### src/rtl/packet_gen.sv
// USB-style low-speed packet serialiser: SYNC, NRZI-encoded bit-stuffed payload, SE0/SE0/J EOP.
// One line symbol per shift_enable tick; byte handshake via tx_data_valid / tx_data_ready.
module packet_gen #(
    parameter int unsigned STUFF_RUN = 6
) (
    input  logic       clk,
    input  logic       rst,
    input  logic       shift_enable,
    input  logic       tx_start,
    input  logic [7:0] tx_data,
    input  logic       tx_last,
    input  logic       tx_data_valid,
    output logic [1:0] USBdata,
    output logic       tx_data_ready,
    output logic       tx_busy,
    output logic       tx_done,
    output logic       tx_err
);

    localparam int unsigned OnesW = $clog2(STUFF_RUN + 1);
    localparam logic [OnesW-1:0] StuffMax = OnesW'(STUFF_RUN);
    localparam logic [1:0] SymJ   = 2'b10;
    localparam logic [1:0] SymSe0 = 2'b00;
    localparam logic [7:0] SyncByte = 8'h80;

    typedef enum logic [2:0] {StIdle, StSync, StData, StEopSe0, StEopJ} state_e;

    state_e           state;
    logic [1:0]       level;
    logic [OnesW-1:0] ones_cnt;
    logic [2:0]       bit_idx;
    logic [2:0]       sync_cnt;
    logic [7:0]       shreg;
    logic             last_q;
    logic             eop_pending;

    logic             cur_bit;
    logic [1:0]       bit_sym;

    // NRZI: a 1 holds the current level, a 0 toggles J<->K.
    always_comb begin
        cur_bit = (state == StSync) ? SyncByte[sync_cnt] : shreg[bit_idx];
        bit_sym = cur_bit ? level : ~level;
    end

    always_ff @(posedge clk or negedge rst) begin
        if (!rst) begin
            state         <= StIdle;
            level         <= SymJ;
            ones_cnt      <= '0;
            bit_idx       <= '0;
            sync_cnt      <= '0;
            shreg         <= '0;
            last_q        <= 1'b0;
            eop_pending   <= 1'b0;
            USBdata       <= SymJ;
            tx_data_ready <= 1'b0;
            tx_busy       <= 1'b0;
            tx_done       <= 1'b0;
            tx_err        <= 1'b0;
        end else begin
            tx_data_ready <= 1'b0;
            tx_done       <= 1'b0;
            tx_err        <= 1'b0;
            unique case (state)
                StIdle: begin
                    USBdata <= SymJ;
                    if (tx_start) begin
                        shreg         <= tx_data;
                        last_q        <= tx_last;
                        tx_data_ready <= 1'b1;
                        tx_busy       <= 1'b1;
                        bit_idx       <= '0;
                        sync_cnt      <= '0;
                        state         <= StSync;
                    end
                end
                StSync: begin
                    if (shift_enable) begin
                        USBdata  <= bit_sym;
                        level    <= bit_sym;
                        ones_cnt <= cur_bit ? ones_cnt + OnesW'(1) : '0;
                        sync_cnt <= sync_cnt + 3'd1;
                        if (sync_cnt == 3'd7) begin
                            state <= StData;
                        end
                    end
                end
                StData: begin
                    if (shift_enable) begin
                        if (ones_cnt == StuffMax) begin
                            // Stuff bit: forced toggle, payload position does not advance.
                            USBdata  <= ~level;
                            level    <= ~level;
                            ones_cnt <= '0;
                        end else if (eop_pending) begin
                            USBdata     <= SymSe0;
                            eop_pending <= 1'b0;
                            state       <= StEopSe0;
                        end else begin
                            USBdata  <= bit_sym;
                            level    <= bit_sym;
                            ones_cnt <= cur_bit ? ones_cnt + OnesW'(1) : '0;
                            bit_idx  <= bit_idx + 3'd1;
                            if (bit_idx == 3'd7) begin
                                if (last_q) begin
                                    eop_pending <= 1'b1;
                                end else if (tx_data_valid) begin
                                    shreg         <= tx_data;
                                    last_q        <= tx_last;
                                    tx_data_ready <= 1'b1;
                                end else begin
                                    tx_err      <= 1'b1;
                                    eop_pending <= 1'b1;
                                end
                            end
                        end
                    end
                end
                StEopSe0: begin
                    if (shift_enable) begin
                        USBdata <= SymSe0;
                        state   <= StEopJ;
                    end
                end
                StEopJ: begin
                    if (shift_enable) begin
                        USBdata  <= SymJ;
                        level    <= SymJ;
                        ones_cnt <= '0;
                        bit_idx  <= '0;
                        tx_done  <= 1'b1;
                        tx_busy  <= 1'b0;
                        state    <= StIdle;
                    end
                end
                default: begin
                    state <= StIdle;
                end
            endcase
        end
    end

endmodule

### config.mk
export PLATFORM = sky130hd
export DESIGN_NAME = packet_gen
export DESIGN_NICKNAME = d
export VERILOG_FILES = /design/src/rtl/packet_gen.sv
export SDC_FILE = /design/constraint.sdc
export NUM_CORES = 1
export LEC_CHECK = 0
export BUFFER_PORTS_ARGS = -buffer_cell sky130_fd_sc_hd__buf_2
export CAP_MARGIN = 0
export CORE_ASPECT_RATIO = 0.5
export CORE_MARGIN = 2
export CORE_UTILIZATION = 54
export CTS_BUF_LIST = sky130_fd_sc_hd__clkbuf_2
export DETAILED_ROUTE_END_ITERATION = 10
export PLACE_DENSITY = 0.78
export SLEW_MARGIN = 20
export SYNTH_ARGS = -nofsm -noshare
export SYNTH_HDL_FRONTEND = slang
export SYNTH_SLANG_ARGS = --single-unit
### constraint.sdc
create_clock -name clk -period 1.85 [get_ports clk]
set_input_delay 0.37 -clock clk [delete_from_list [all_inputs] [get_ports clk]]
set_output_delay 0.37 -clock clk [all_outputs]
set_load 0.1 [all_outputs]
After elaboration in Yosys (flattened, before gate mapping)
Memories as Yosys holds them, arrays and structs flattened.
Cells that the tools add are included.

word-level totals
  register bits after elaboration = 30
  bits in read-only memories = 8
  input port bits = 14
  output and inout bits = 6
  logic and storage cells = 134
  memories kept = 1

memory list
  name              depth  bits a word  rd ports  clocked after Yosys merged registers in  write ports  line  text
  (name not given)  8      1            1         0                                        0            42    cur_bit = (state == StSync) ? SyncByte[sync_cnt] : shreg[bit_idx];

operators by class
  add/sub/neg operators = 3
  $lt $le $gt $ge = 2
  equal/unequal tests = 20
  mux-type cells = 77
  bitwise gates (word level) = 2
  reductions and logical operators = 16

operator list
  cell                                                                  number
  8-bit two-way mux                                                     7
  3-bit two-way mux                                                     18
  1-bit two-way mux                                                     31
  2-bit inequality test, second input constant                          11
  2-bit two-way mux                                                     10
  3-bit case mux with 3 select lines                                    2
  8-bit case mux with 2 select lines                                    1
  8-bit AND reduction                                                   2
  3-bit case mux with 5 select lines                                    1
  3-bit == test, second input constant                                  4
  6-bit AND reduction                                                   2
  2-bit case mux with 5 select lines                                    1
  5-bit AND reduction                                                   2
  3-bit by 1-bit adder with 3-bit output, second input constant         3
  3-bit AND reduction                                                   3
  3-bit by 4-bit < comparator with 1-bit output, second input constant  2
  3-bit by 2-bit == test with 1-bit output, second input constant       2
  1-bit case mux with 2 select lines                                    3
  2-bit case mux with 3 select lines                                    1
  3-bit case mux with 2 select lines                                    1
  2-bit nonzero test                                                    3
  3-bit nonzero test                                                    2
  5-bit nonzero test                                                    1
  1-bit binary-select mux with 3-bit select                             1
  other kinds (6)                                                       6

Depth between registers and ports, before layout
Gate-level depths: netlist (run 1).

  depth after elaboration = 8
  mapped depth = 7
  depth with buffers taken out = 7

Worst setup path after synthesis (run 1)
Ideal clock, no wire load.

  path type = register to register
  start = register state[0]
  end = register shreg[0]
  setup time = 0.125 ns
  data arrival time = 1.675 ns
  required time = 1.725 ns
  slack = 0.050 ns
  cell stages (with the launch flop) = 7
  path buffers = 1
  cell sequence = dfrtp_1 -> or3b_4 -> a21oi_4 -> nand3_2 -> o21a_1 -> buf_6 -> mux2_4

between the ends
  longest elaborated chain between the ends = 3
  elaborated cells between the ends (all ways) = 12
  classes of those cells = 8 x eq/ne; 1 x mux; 3 x reduce/logical

RTL lines
  what                                                                                  line  text
  from (decl)                                                                           28    state_e state;
  from (signal assigned)                                                                48    state <= StIdle;
  from (signal assigned)                                                                75    state <= StSync;
  from (signal assigned)                                                                85    state <= StData;
  3-bit by 2-bit == test with 1-bit output / 3-bit logical NOT (equally long branches)  65    unique case (state)
  2-bit inequality test (no line) / 2-bit nonzero test (equally long branches)          -
  8-bit AND reduction (no line)                                                         -
  to (signal assigned)                                                                  69    shreg <= tx_data;
  to (signal assigned)                                                                  109   shreg <= tx_data;
  to (decl)                                                                             33    logic [7:0] shreg;

Parallel ways exist; a longest one is shown, timed or not.
A chain may end at the register's enable or synchronous reset.

Worst setup path in the final report (run 1)
  start = register bit_idx[0]
  end = register USBdata[0]

between the ends
  longest elaborated chain between the ends = 8
  elaborated cells between the ends (all ways) = 9
  classes of those cells = 9 x mux

RTL lines
  what                                         line  text
  from (decl)                                  31    logic [2:0] bit_idx;
  from (signal assigned)                       104   bit_idx <= bit_idx + 3'd1;
  1-bit binary-select mux with 3-bit select *  42
  1-bit two-way mux (implied by the code) *    42
  1-bit two-way mux *                          42
  2-bit two-way mux *                          43    bit_sym = cur_bit ? level : ~level;
  2-bit two-way mux                            96    end else if (eop_pending) begin
  2-bit two-way mux                            91    if (ones_cnt == StuffMax) begin
  2-bit two-way mux                            90    if (shift_enable) begin
  2-bit case mux with 5 select lines *         65
  to (signal assigned)                         67    USBdata <= SymJ;
  to (signal assigned)                         93    USBdata <= ~level;
  to (signal assigned)                         97    USBdata <= SymSe0;
  to (decl)                                    13    output logic [1:0] USBdata,

Mark *: on every way between the ends. The rest lies on a longest branch, timed or not. The select of a mux whose other input is x is not followed.

==> results by group, run 1 <==
Pwr
  – Leakage: between 0.0009 and 0.001 µW
  – Maximum vdd ir drop: 0.000860 V
  – Switching share of power: 0.430
  – Total internal power: 1680 µW
  – Sequential Power Share: 0.358
  – NetSw: 1270 µW
  – Clock power frac: 0.112
  – Pwr dens: 1460 nW/µm²
  – Combinational share of power: 0.530

Synthesis
  – #FFs+latches synth: 30
  – Post-Syn Area per Cell: 10.7 µm²
  – Post-Synthesis Cell Area: 1660 µm²
  – Synth unique cells: 44
  – Syn nets: 175
  – Top FF cell, synth: dfrtp_1
  – Number of synthesized flops with an enable pin: 0
  – Syn Inst Count: 155
  – Syn. warnings: 0
  – Async SR Flop Fraction: 1.00
  – Seq/Total Area, Yosys: 0.453

GRT
  – Number of global-route vias before repair: around 1300
  – Global-route wire length before repair: 5.71 mm
  – Overall fraction of global-route tracks in use: 0.222
  – Global route overflow: 0
  – Initial antenna violation count: 0
  – Largest net degree at the start of global routing: 31

Die
  – Die area: 3570 µm²
  – I/O pins: 20
  – Initial Util: 0.559
  – Die X-Extent: 82.5 µm
  – Core Area: 2980 µm²
  – Std cell rows: 14
  – Overall die height: 43.3 µm

CTS
  – Clock transition at the registers of the reported paths: 0.16 ns
  – Deepest clock path buffer count: 2
  – Clock sinks: 30
  – CTS Hold Buffers Added: 0
  – Num CTS Buffers: 5
  – Root buffer cell: clkbuf_2
  – Worst skew pair latency: around 0.37 ns
  – H-tree depth: 2
  – CTS tree: yes

Setup path
  – CP Data Required Time: 2.13 ns
  – CP Cell Sequence: mux2i_1, mux4_2, a22oi_4, buf_4, xnor2_1, o21ai_1
  – Register-to-register setup slack: -0.04 ns
  – CP endpoint kind: flip-flop
  – Worst r2r src: bit_idx[0]$_DFFE_PN0P_
  – Bufs and invs on worst path: 1
  – Max incr delay on CP: 0.55 ns
  – Critical path's top delay family: multiplexers
  – Highest fanout seen on the critical path: 6
  – Crit Path Class: flip-flop to flip-flop
  – Worst Reg-to-Reg Cells: 6
  – CP arrival: 2.17 ns
  – Type of origin of the critical path: flip-flop
  – R2R Path End: USBdata[0]$_DFFE_PN0P_
  – Worst path depth: 6
  – Slowest-stage cell, CP: mux4_2
  – Worst Setup SP: bit_idx[0]$_DFFE_PN0P_
  – Critical path endpoint: USBdata[0]$_DFFE_PN0P_

Final layout
  – Final nets: 216
  – Fillers: 229
  – Layout cells sized above 1: 0.386
  – Layout area overhead: 21.2%
  – Antenna diodes: 0

Routing
  – 1st-iter DRT viols: 84
  – Post-route ant nets: 0
  – Routed wire length: 3.70 mm
  – Pre-antenna DRT Iters: 4
  – DR WL/cell: 15.6 µm
  – DRC viols: 0
  – DR vias/cell: between 5 and 6
  – Via count: 1333

STA
  – Number of max-slew violations in the final report: 0
  – Final Hold Slack: -0.00760 ns
  – Crit share post-route: 1.02
  – PnR worst setup slack: -0.0433 ns
  – Hold Vio Cnt, Final: 9
  – RSZ-0062 raised after global routing: yes
  – Max Fclk: 0.528 GHz
  – Clk_skew: 0.00784 ns
  – Count of final setup violators: 3
  – Worst-Margin Slew: roughly 0.66 ns
  – Slew margin rel.: 0.563
  – Minimum clock period: roughly 1.9 ns
  – Total negative slack: -0.0671 ns

Hold path
  – Worst min path class: primary input to asynchronous set/reset pin

Placed design
  – PortBufs: 19
  – GPL Wtd Cong: roughly 0.85
  – DP Wirelength: roughly 2.7 mm

Run status
  – Violations in the final reports: hold timing, setup timing
  – Outcome: finished, violations left

Flow run
  – Max-cap viol count: 0
## cells in the mapped netlist, types with 2 or more instances
cell type  number  area (µm²)
nor3_1          2        10.0
mux2_2          4        45.0
o22ai_1         4        25.0
mux2i_1         4        40.0
xnor2_1         3        26.3
inv_1          10        37.5
buf_2           2        10.0
nand3_1         4        20.0
mux2_4          8         120
a31oi_1         5        31.3
a21boi_0        2        15.0
nand2_1        14        52.6
ha_1            6        75.1
o21ai_0         4        20.0
a22o_1          2        17.5
a21oi_1         5        25.0
dfrtp_1        28         701
nor2_1         13        48.8
nand4_1         2        12.5
nand2b_1        5        31.3
clkbuf_1        2        7.51
and3_1          2        12.5
dfstp_2         2        52.6
o21ai_1         2        10.0
## per-stage QoR
stage | utilization | instance area, µm² | setup slack [ns] | cells | power, µW
3_5_place_dp | 0.642 | 1910 | -0.0355 | 225 | 2530
4_1_cts | 0.661 | 1970 | -0.0258 | 234 | 2860
2_1_floorplan | - | 1660 | 0.0500 | 155 | 2140
3_3_place_gp | 0.642 | 1910 | 0.0203 | 225 | 2460
6_report | 0.677 | 2020 | -0.0433 | 237 | 2950
5_1_grt | 0.677 | 2020 | -0.131 | 237 | 3140
## cells by family (layout without fill, tap and decap cells)
family	after synthesis	in the layout	synth area share
AOI/OAI and AO/OA	34	34	0.151
xor gates and xnor gates	4	4	0.0211
adders and majority gates	6	6	0.0451
buffers and inverters	16	58	0.0444
DFF	30	30	0.453
muxes	18	18	0.144
and+or+nand+nor	47	47	0.142
## placed cells by master, fill, tap and decap left out, types with 5 or more instances in the layout
cell and n:
buf_2 19, buf_4 20, clkbuf_2 5, dfrtp_1 27
ha_1 5, inv_1 10, mux2_4 8, nand2_1 13
nand2b_1 5, nor2_1 13
## area by class of cell
cell class | instances | area [µm²] | share of cell area
Multi-Input combinational cell | 109 | 868 | 0.431
Sequential cell | 30 | 754 | 0.374
Timing Repair Buffer | 40 | 265 | 0.132
Tap cell | 40 | 50.0 | 0.0248
Inverter | 10 | 37.5 | 0.0186
Clock buffer | 5 | 25.0 | 0.0124
Clock inverter | 3 | 16.3 | 0.00806
## what timing repair did
| item | CTS | global route |
|---|---|---|
| setup endpoints to repair | 6 | 17 |
| pin swaps | 0 | 7 |
| setup buffers | 1 | 3 |
| endpoints found under the hold margin | 0 | 0 |
| cloned | 0 | 0 |
| gates resized for setup | 2 | 7 |
## worst min path at each step
stage               slack [ns]  depth (start not counted)                      end
finish                  -0.008                          1     shreg[7]$_DFFE_PN0P_
global route              0.02                          1  tx_data_ready$_DFF_PN0_
CTS                       0.02                          1     shreg[6]$_DFFE_PN0P_
detailed placement        0.44                          1     shreg[3]$_DFFE_PN0P_
global placement          0.43                          1  tx_data_ready$_DFF_PN0_
floorplan                 0.07                          0   USBdata[0]$_DFFE_PN0P_
## sequential cells by signal, summed over array words and instances (netlist names)
register	flops
last_q	1
sync_cnt	3
shreg	8
bit_idx	3
eop_pending	1
USBdata	2
tx_err	1
tx_busy	1
ones_cnt	3
state	3
tx_done	1
tx_data_ready	1
level	2
## power by group through the flow
stage          registers, µW  logic, µW  clock network, µW
2_1_floorplan           1260        879                  0
3_3_place_gp            1050       1410                  0
3_5_place_dp            1070       1460                  0
4_1_cts                 1060       1470                331
5_1_grt                 1080       1690                369
6_report                1060       1560                330
## routing by layer
layer  GRT usage  share of wire  routed length (µm)
met1       0.282           0.44                1620
met2       0.373           0.50                1850
met3      0.0681          0.053                 197
met4      0.0525         0.0097                  36
met5           0              0                   0
Power figures use the tool's default switching activity.
==> run 2: changes to the inputs <==
--- a/config.mk
+++ b/config.mk
@@ -9,10 +9,11 @@
 export CAP_MARGIN = 0
 export CORE_ASPECT_RATIO = 0.5
 export CORE_MARGIN = 2
-export CORE_UTILIZATION = 54
+export CORE_UTILIZATION = 40
 export CTS_BUF_LIST = sky130_fd_sc_hd__clkbuf_2
 export DETAILED_ROUTE_END_ITERATION = 10
-export PLACE_DENSITY = 0.78
+export PLACE_DENSITY_LB_ADDON = 0.05
+export SKIP_CTS_REPAIR_TIMING = 1
 export SLEW_MARGIN = 20
 export SYNTH_ARGS = -nofsm -noshare
 export SYNTH_HDL_FRONTEND = slang
==> run 2 against run 1 <==
The run now ends clean; sequential share of layout area decreased by 0.91 points; cell count increased by 7.6%; die area increased by 32%; core utilization decreased by 15 points; critical path depth decreased by 1; combinational power about the same; hold slack improved by 0.012 ns; clock-buffer cell count increased by 1; clock power increased by 2%; critical path type unchanged.
==> results by group, run 2 (synthesis results as in run 1) <==
Placed design
  – DP Wirelength: 2.64 mm (-2.5%)
  – Cells after DPL: 245 (+8.9%)
  – GPL Wtd Cong: 0.824 (-3.0%)
  – PortBufs: 19 (unchanged)
  – Post-placement cell area: 1980 µm² (+3.3%)

Pwr
  – Maximum vdd ir drop: 0.000675 V (-21%)
  – Pwr dens: 1430 nW/µm² (-2.4%)
  – Leakage: 0.000993 µW (+3.3%)
  – Tot Pwr: 2950 µW (about the same)

GRT
  – Global route overflow: 0 (unchanged)
  – Initial antenna violation count: 0 (unchanged)
  – Number of global-route vias before repair: 1318 (+2.0%)
  – Global-route wire length before repair: 6.25 mm (+9.4%)
  – Overall fraction of global-route tracks in use: 0.174 (-0.0476)
  – Largest net degree at the start of global routing: 31 (unchanged)

Run status
  – Outcome: finished clean

CTS
  – Num CTS Buffers: 5 (unchanged)
  – Deepest clock path buffer count: 2 (unchanged)
  – H-tree depth: 2 (unchanged)
  – Clock sinks: 30 (unchanged)
  – Root buffer cell: clkbuf_2
  – Worst skew pair latency: 0.37 ns (about the same)
  – Clock transition at the registers of the reported paths: 0.16 ns (about the same)
  – CTS tree: yes

Die
  – Initial Util: 0.422 (-0.137)
  – I/O pins: 20 (unchanged)
  – Core Area: 3940 µm² (+32%)
  – Std cell rows: 16 (+2)
  – Die X-Extent: 95.2 µm (+15%)
  – Overall die height: 49.6 µm (+15%)
  – Die area: 4720 µm² (+32%)

Flow run
  – Max-cap viol count: 0 (unchanged)

STA
  – Count of final setup violators: 0 (-3)
  – Hold Vio Cnt, Final: 0 (-9)
  – Slew margin rel.: 0.559 (-0.00434)
  – Minimum clock period: 1.84 ns (-0.0554 ns)
  – Clk_skew: 0.00773 ns (-0.000110 ns)
  – Crit share post-route: 0.993 (-0.0300)
  – Worst-Margin Slew: 0.662 ns (+0.00651 ns)
  – Total negative slack: 0 ns (+0.0671 ns)
  – RSZ-0062 raised after global routing: yes
  – Final Hold Slack: 0.00474 ns (+0.0123 ns)
  – Number of max-slew violations in the final report: 0 (unchanged)
  – Max Fclk: 0.544 GHz (+3.0%)

Final layout
  – Layout cells sized above 1: 0.383 (-0.00270)
  – Antenna diodes: 0 (unchanged)
  – Final nets: 220 (+1.9%)
  – Fin cells: 255 (+7.6%)
  – Layout area overhead: 24.2%
  – Most frequent cells in the layout: dfrtp_1 (27), buf_4 (23), buf_2 (19)
  – Max FFs per register: 8 (unchanged)
  – Commonest non-fill, non-tap cell in the layout: dfrtp_1
  – Post-route cell area: 2070 µm² (+2.5%)
  – Biggest register: shreg
  – Fillers: 367 (+60%)

Setup path
  – CP Cell Sequence: mux2i_1, mux4_2, a22oi_4, nand2_1, o31ai_2
  – CP endpoint kind: flip-flop
  – Type of origin of the critical path: flip-flop
  – Highest fanout seen on the critical path: 6 (unchanged)
  – CP arrival: 2.13 ns (-0.04 ns)
  – Slowest-stage cell, CP: mux4_2
  – Max incr delay on CP: 0.54 ns (about the same)
  – CP Data Required Time: 2.15 ns (+0.02 ns)
  – Crit Path Class: flip-flop to flip-flop

Routing
  – Post-route ant nets: 0 (unchanged)
  – DR vias/cell: 5.19 (-7.8%)
  – Pre-antenna DRT Iters: 4 (unchanged)
  – DR WL/cell: 14.2 µm (-9.3%)
  – Routed wire length: 3.61 mm (-2.4%)
  – Via count: 1323 (-0.75%)
  – 1st-iter DRT viols: 112 (+33%)
  – DRC viols: 0 (unchanged)

Hold path
  – Worst min path class: primary input to asynchronous set/reset pin
run 2: per-stage QoR:
| step | util | worst slack (ns) |
|---|---|---|
| after floorplan | - | 0.0500 |
| after global placement | 0.501 | 0.0274 |
| after detailed placement | 0.501 | 0.00698 |
| after CTS | 0.511 | -0.0392 |
| after global routing | 0.524 | -0.0656 |
| final | 0.524 | 0.0121 |
run 2: final cells by class:
class / count / area, µm² / area share
Timing Repair Buffer: 44 / 313 / 0.151
Inverter: 10 / 37.5 / 0.0182
Clock inverter: 2 / 8.76 / 0.00424
Tap cell: 54 / 67.6 / 0.0327
Multi-Input combinational cell: 109 / 856 / 0.414
Clock buffer: 6 / 30.0 / 0.0145
Sequential cell: 30 / 754 / 0.365
run 2: worst paths after layout:
kind | from | to | slack [ns] | cells past startpoint
min | rst | level[0]$_DFFE_PN0P_ | 0.005 | 1
max in group asynchronous | rst | bit_idx[0]$_DFFE_PN0P_ | 1.38 | 1
min in group clk | tx_data_valid | tx_err$_DFF_PN0_ | 0.16 | 2
max reg2reg | bit_idx[0]$_DFFE_PN0P_ | ones_cnt[1]$_DFFE_PN0P_ | 0.01 | 5
min reg2reg | last_q$_DFFE_PN0P_ | tx_err$_DFF_PN0_ | 0.46 | 1
max | bit_idx[0]$_DFFE_PN0P_ | ones_cnt[1]$_DFFE_PN0P_ | 0.01 | 5
run 2: layer usage:
layer  routed length, µm  GRT usage  share of wire
met1                1800      0.236           0.50
met2                1580      0.266           0.44
met3                 184     0.0581          0.051
met4                  49     0.0483          0.014
met5                   0          0              0
run 2: power by group:
| group | switching, µW | total, µW | internal (µW) |
|---|---|---|---|
| Sequential | 143 | 1040 | 896 |
| Combinational | 842 | 1580 | 734 |
| Clock | 242 | 335 | 92.9 |
| Total | 1230 | 2950 | 1720 |
run 2: critical path, delay by kind of cell (launching register included):
| family | cells | cell delay, ns |
|---|---|---|
| and+or+nand+nor | 1 | 0.13 |
| DFF | 1 | 0.49 |
| muxes | 2 | 0.67 |
| AOI/OAI and AO/OA | 2 | 0.47 |
